### src/rtl/register_serial_tx.sv
// Framed serial transmitter: start bit, WIDTH data bits LSB first, stop bit.
// The bit timer advances only on enabled cycles; all outputs are registered.
//
// state | meaning
// ------+---------------------------------------------------------
// IDLE  | line high, ready for a word (also the one-cycle done slot)
// START | start bit (0) for DIVIDER enabled cycles
// DATA  | shift_reg[0] on the line, one bit per DIVIDER enabled cycles
// STOP  | stop bit (1) for DIVIDER enabled cycles
module register_serial_tx #(
    parameter int WIDTH   = 8,
    parameter int DIVIDER = 4
) (
    input  logic             clock,
    input  logic             input_clear_n,
    input  logic             input_clock_enable,
    input  logic [WIDTH-1:0] input_d,
    input  logic             input_valid,
    output logic             output_ready,
    output logic             output_serial,
    output logic             output_busy,
    output logic             output_done
);

    localparam int TW = (DIVIDER > 1) ? $clog2(DIVIDER) : 1;
    localparam int IW = (WIDTH > 1) ? $clog2(WIDTH) : 1;
    localparam logic [TW-1:0] TIMER_LAST = TW'(DIVIDER - 1);
    localparam logic [IW-1:0] BIT_LAST   = IW'(WIDTH - 1);

    typedef enum logic [1:0] {
        IDLE  = 2'd0,
        START = 2'd1,
        DATA  = 2'd2,
        STOP  = 2'd3
    } state_t;

    state_t           state;
    logic [WIDTH-1:0] shift_reg;
    logic [WIDTH-1:0] shift_next;
    logic [TW-1:0]    timer;
    logic [IW-1:0]    bit_idx;
    logic             timer_last;

    assign shift_next = shift_reg >> 1;
    assign timer_last = (timer == TIMER_LAST);

    always_ff @(posedge clock or negedge input_clear_n) begin
        if (!input_clear_n) begin
            state         <= IDLE;
            shift_reg     <= '0;
            timer         <= '0;
            bit_idx       <= '0;
            output_serial <= 1'b1;
            output_ready  <= 1'b1;
            output_busy   <= 1'b0;
            output_done   <= 1'b0;
        end else begin
            // done is a single enabled-edge pulse; a frozen cycle drops it
            output_done <= 1'b0;
            if (input_clock_enable) begin
                case (state)
                    IDLE: begin
                        if (input_valid && output_ready) begin
                            shift_reg     <= input_d;
                            timer         <= '0;
                            bit_idx       <= '0;
                            state         <= START;
                            output_serial <= 1'b0;
                            output_ready  <= 1'b0;
                            output_busy   <= 1'b1;
                        end
                    end
                    START: begin
                        if (timer_last) begin
                            timer         <= '0;
                            bit_idx       <= '0;
                            state         <= DATA;
                            output_serial <= shift_reg[0];
                        end else begin
                            timer <= timer + TW'(1);
                        end
                    end
                    DATA: begin
                        if (timer_last) begin
                            timer     <= '0;
                            shift_reg <= shift_next;
                            if (bit_idx == BIT_LAST) begin
                                state         <= STOP;
                                output_serial <= 1'b1;
                            end else begin
                                bit_idx       <= bit_idx + IW'(1);
                                output_serial <= shift_next[0];
                            end
                        end else begin
                            timer <= timer + TW'(1);
                        end
                    end
                    STOP: begin
                        if (timer_last) begin
                            timer         <= '0;
                            state         <= IDLE;
                            output_serial <= 1'b1;
                            output_ready  <= 1'b1;
                            output_busy   <= 1'b0;
                            output_done   <= 1'b1;
                        end else begin
                            timer <= timer + TW'(1);
                        end
                    end
                    default: begin
                        state         <= IDLE;
                        timer         <= '0;
                        output_serial <= 1'b1;
                        output_ready  <= 1'b1;
                        output_busy   <= 1'b0;
                    end
                endcase
            end
        end
    end

endmodule

### config.mk
export PLATFORM = sky130hd
export DESIGN_NAME = register_serial_tx
export DESIGN_NICKNAME = d
export VERILOG_FILES = /design/src/rtl/register_serial_tx.sv
export SDC_FILE = /design/constraint.sdc
export NUM_CORES = 1
export LEC_CHECK = 0
export ABC_AREA = 1
export BUFFER_PORTS_ARGS = -buffer_cell sky130_fd_sc_hd__buf_4
export CAP_MARGIN = 20
export CELL_PAD_IN_SITES_DETAIL_PLACEMENT = 2
export CELL_PAD_IN_SITES_GLOBAL_PLACEMENT = 2
export CORE_UTILIZATION = 31
export CTS_CLUSTER_DIAMETER = 120
export CTS_CLUSTER_SIZE = 10
export DETAILED_ROUTE_END_ITERATION = 6
export PLACE_DENSITY = 0.8
export SLEW_MARGIN = 25
export SYNTH_ARGS = -nofsm -noshare
export SYNTH_HDL_FRONTEND = slang
export SYNTH_SLANG_ARGS = --single-unit
### constraint.sdc
create_clock -name clock -period 1.9 [get_ports clock]
set_input_delay 0.57 -clock clock [delete_from_list [all_inputs] [get_ports clock]]
set_output_delay 0.57 -clock clock [all_outputs]
set_load 0.005 [all_outputs]
==> results.txt <==
----------------------------------------------------
[Status]
  Outcome ... finished, final reports clean

[CTS]
  Deepest level of the CTS H-tree ... 1
  Cell at the root of the clock tree ... clkbuf_4
  Number of buffers inserted for hold repair after clock tree synthesis ... 0
  Clk pin slew, worst setup/hold paths ... 0.13 ns
  Number of sinks handled by clock tree synthesis ... 19
  CTS buffer count ... 3
  Quantity of gates resized following cts ... 0
  Clock tree from TritonCTS ... built
  Skew-Pair Late Insertion Delay ... between 0.3 and 0.4 ns
  Max Root-Sink Buffers ... 2
  Total setup buffers inserted after CTS ... 0

[GRT]
  Gr ovfl total ... 0
  First-pass GRT wire length ... slightly below 5000 microns
  Total track usage ... about 18%
  Vias in the first global route ... 1,075
  Number of antenna violations at the first check in global routing ... 0
  Pin count of the biggest net entering global routing ... 20

[Power and ir drop]
  Reported leakage power ... 0.7397 nW
  Highest ir drop seen on vdd ... about 0.19 mV
  Power density cells ... between 500 and 600 nW/um^2

[Timing]
  Setup TNS ... 0 ns
  Clock Skew ... 0.005547 ns
  Normalized max-slew margin ... 82.48%
  Peak Freq ... 588.6 MHz
  Post-layout min period ... 1.699 ns
  Final max-slew violation count ... 0
  Share of the clock period used by the worst path ... 89.41%
  Total of endpoints with negative setup slack in the final report ... 0
  RSZ-0062 raised after global routing ... no
  Number of hold-slack violations in the final timing report ... 0
  Worst-Margin Slew ... about 0.26 ns

[Flow run]
  Max Cap Violations ... 0

[Final layout]
  Diode count ... 0
  Area of combinational cells with multiple inputs ... between 500 and 600 sq um
  Final core occ ... between 30% and 40%
  Total area of sequential cells ... between 400 and 500 sq um
  Max reg flops ... 8
  Final std cell area, no fill ... 1309 sq um
  Total of fill cells in the finished design ... 406
  Number of nets in the layout ... just under 200
  Proportion of layout cells with a drive suffix above 1 ... approximately 17%
  Area grow syn2layout ... 18.06%

[Setup path]
  Slowest CP cell ... dfrtp_1
  Levels on crit path ... 9
  Startpoint of the worst-slack reg-to-reg timing path ... state[0]
  CP bufs+invs ... 3
  Crit path max fanout ... 10
  Critical Path AT ... 1.92 ns
  Termination of the worst setup path ... shift_reg[3]
  Number of cells on the worst reg-to-reg path ... 9
  Required time reported for the critical path endpoint ... roughly 2.1 ns
  CP endpoint kind ... register
  Crit-path cells ... inv_1, ha_1, inv_2, nand2_2, nand2_2, nor2_8, inv_4, nand2_1, nand2_1
  Crit path from ... state[0]
  Endpoint of the worst-slack reg-to-reg timing path ... shift_reg[3]
  Longest individual stage delay on the worst path ... approximately 0.44 ns
  Crit path kind ... register to register
  Kind of cell adding the most delay to the critical path ... simple AND/OR/NAND/NOR gates
  Critical path startpoint category ... register
  Register-to-register setup slack ... 0.20 ns

[Place]
  Post-DP Area ... 1281 sq um
  Gp weighted congestion ... ~0.70
  Post-detailed-placement half-perimeter wirelength ... 2341 microns
  Port bufs ... 15

[Synth]
  Part of the Yosys area used for sequential elements ... 43.12%
  Gate count of the mapped netlist ... 156
  Ys Warns ... 0
  Synthesized netlist net count ... 176
  Average size of a mapped cell ... 7.106 sq um
  Post-Synthesis Cell Area ... 1109 sq um
  Cell variety after synth ... 14
  Register bit count reported by yosys ... 19

[Min path]
  Worst hold-check path type ... input pin to asynchronous set/reset pin

[Die]
  Starting density of the core ... 32.71%
  X dimension of the die ... 61.80 microns
  Area of the core ... approximately 3400 sq um
  Row cnt ... 21
  I/O Pins ... 16
  Floorplan die area ... 3819 sq um
  Vertical die dimension ... a little over 60 microns

[Drt]
  Number of routed nets with antenna violations ... 0
  Average via count per standard cell ... ~4.7
  Routed vias ... 1,029
  Number of optimization iterations in the first detailed-route pass ... 2
  Initial DRC count ... 8
  Average wire length per cell after detail routing ... 12.89 microns
  Detailed-route DRC error count ... 0
  Final wirelength ... 2848 microns

----------------------------------------------------
## worst min path at each step
stage,startpoint,endpoint,slack (ns),cells after the start
finish,input_clear_n,output_done,0.11,1
global route,input_clear_n,timer[1],0.10,1
CTS,input_clear_n,timer[1],0.11,1
detailed placement,input_clear_n,output_done,0.47,1
global placement,input_clear_n,output_busy,0.46,1
floorplan,input_clear_n,bit_idx[0],0.27,0
## synthesized netlist by cell type, drive strengths merged
| cell | count | share of area, % |
|---|---|---|
| buf | 1 | 0.45 |
| o21ai | 3 | 1.4 |
| nand2 | 93 | 32 |
| nand3 | 6 | 2.7 |
| nand3b | 2 | 1.4 |
| ha | 8 | 9.0 |
| dfstp | 2 | 4.7 |
| dfrtp | 17 | 38 |
| inv | 13 | 4.6 |
| nor2 | 11 | 5.2 |
## cells in the final DEF, fill, tap and decap left out
master    synthesis  final
buf_4             0     16
inv_2             2      2
inv_1            10     10
clkbuf_4          0      3
nand2_2           3      3
nor2_1           10     10
inv_4             1      1
o21ai_0           3      3
ha_1              8      8
nand3_1           6      6
nor2_8            1      1
nand3b_1          2      2
dfstp_2           2      2
dfrtp_1          17     17
clkinv_2          0      1
nand2_1          90     90
## where the power goes
part	total (mW)	switching [mW]	internal [mW]
combinational	0.0527	0.0279	0.0248
clock	0.222	0.144	0.0786
sequential	0.422	0.00660	0.415
total	0.697	0.178	0.519
## per-layer routing
metal	vias up	track usage (%)	wire (microns)
li1	510	-	-
met4	0	4.762	25
met1	502	22.42	1231
met2	13	31.64	1522
met3	4	2.484	68
met5	-	0	0
## worst register-to-register path: stages (launching register included)
cell	delay, ns
dfrtp_1	0.44
inv_1	0.12
ha_1	0.31
inv_2	0.16
nand2_2	0.10
nand2_2	0.08
nor2_8	0.19
inv_4	0.08
nand2_1	0.07
nand2_1	0.05
## per-stage QoR
step | setup slack (ns) | power (mW) | std cells | hold slack [ns]
floorplan | 0.5087 | 0.4492 | 156 | 0.2744
global placement | 0.3195 | 0.4806 | 217 | 0.4565
detailed placement | 0.2051 | 0.4845 | 217 | 0.4661
CTS | 0.1774 | 0.7170 | 221 | 0.1093
global route | 0.06109 | 0.7424 | 221 | 0.1044
finish | 0.2011 | 0.6970 | 221 | 0.1088
## layout make-up
class | count | share of cell area, %
clock inverter | 1 | 0.3824
sequential | 19 | 36.52
clock buffer | 3 | 1.721
inverter | 13 | 3.920
tap | 46 | 4.398
multi-input combinational | 123 | 43.88
timing repair buffer | 16 | 9.178
## cells by family (layout without fill, tap and decap cells)
logic type               after synthesis  count (layout)  share of synthesized area [%]
adder cells (fa/ha/maj)                8               8                          9.030
flip-flops                            19              19                          43.12
buffers and inverters                 14              33                          5.080
AND/OR/NAND/NOR                      112             112                          41.42
AO/OA/AOI/OAI                          3               3                          1.354
(Power assumes the default switching activity.)
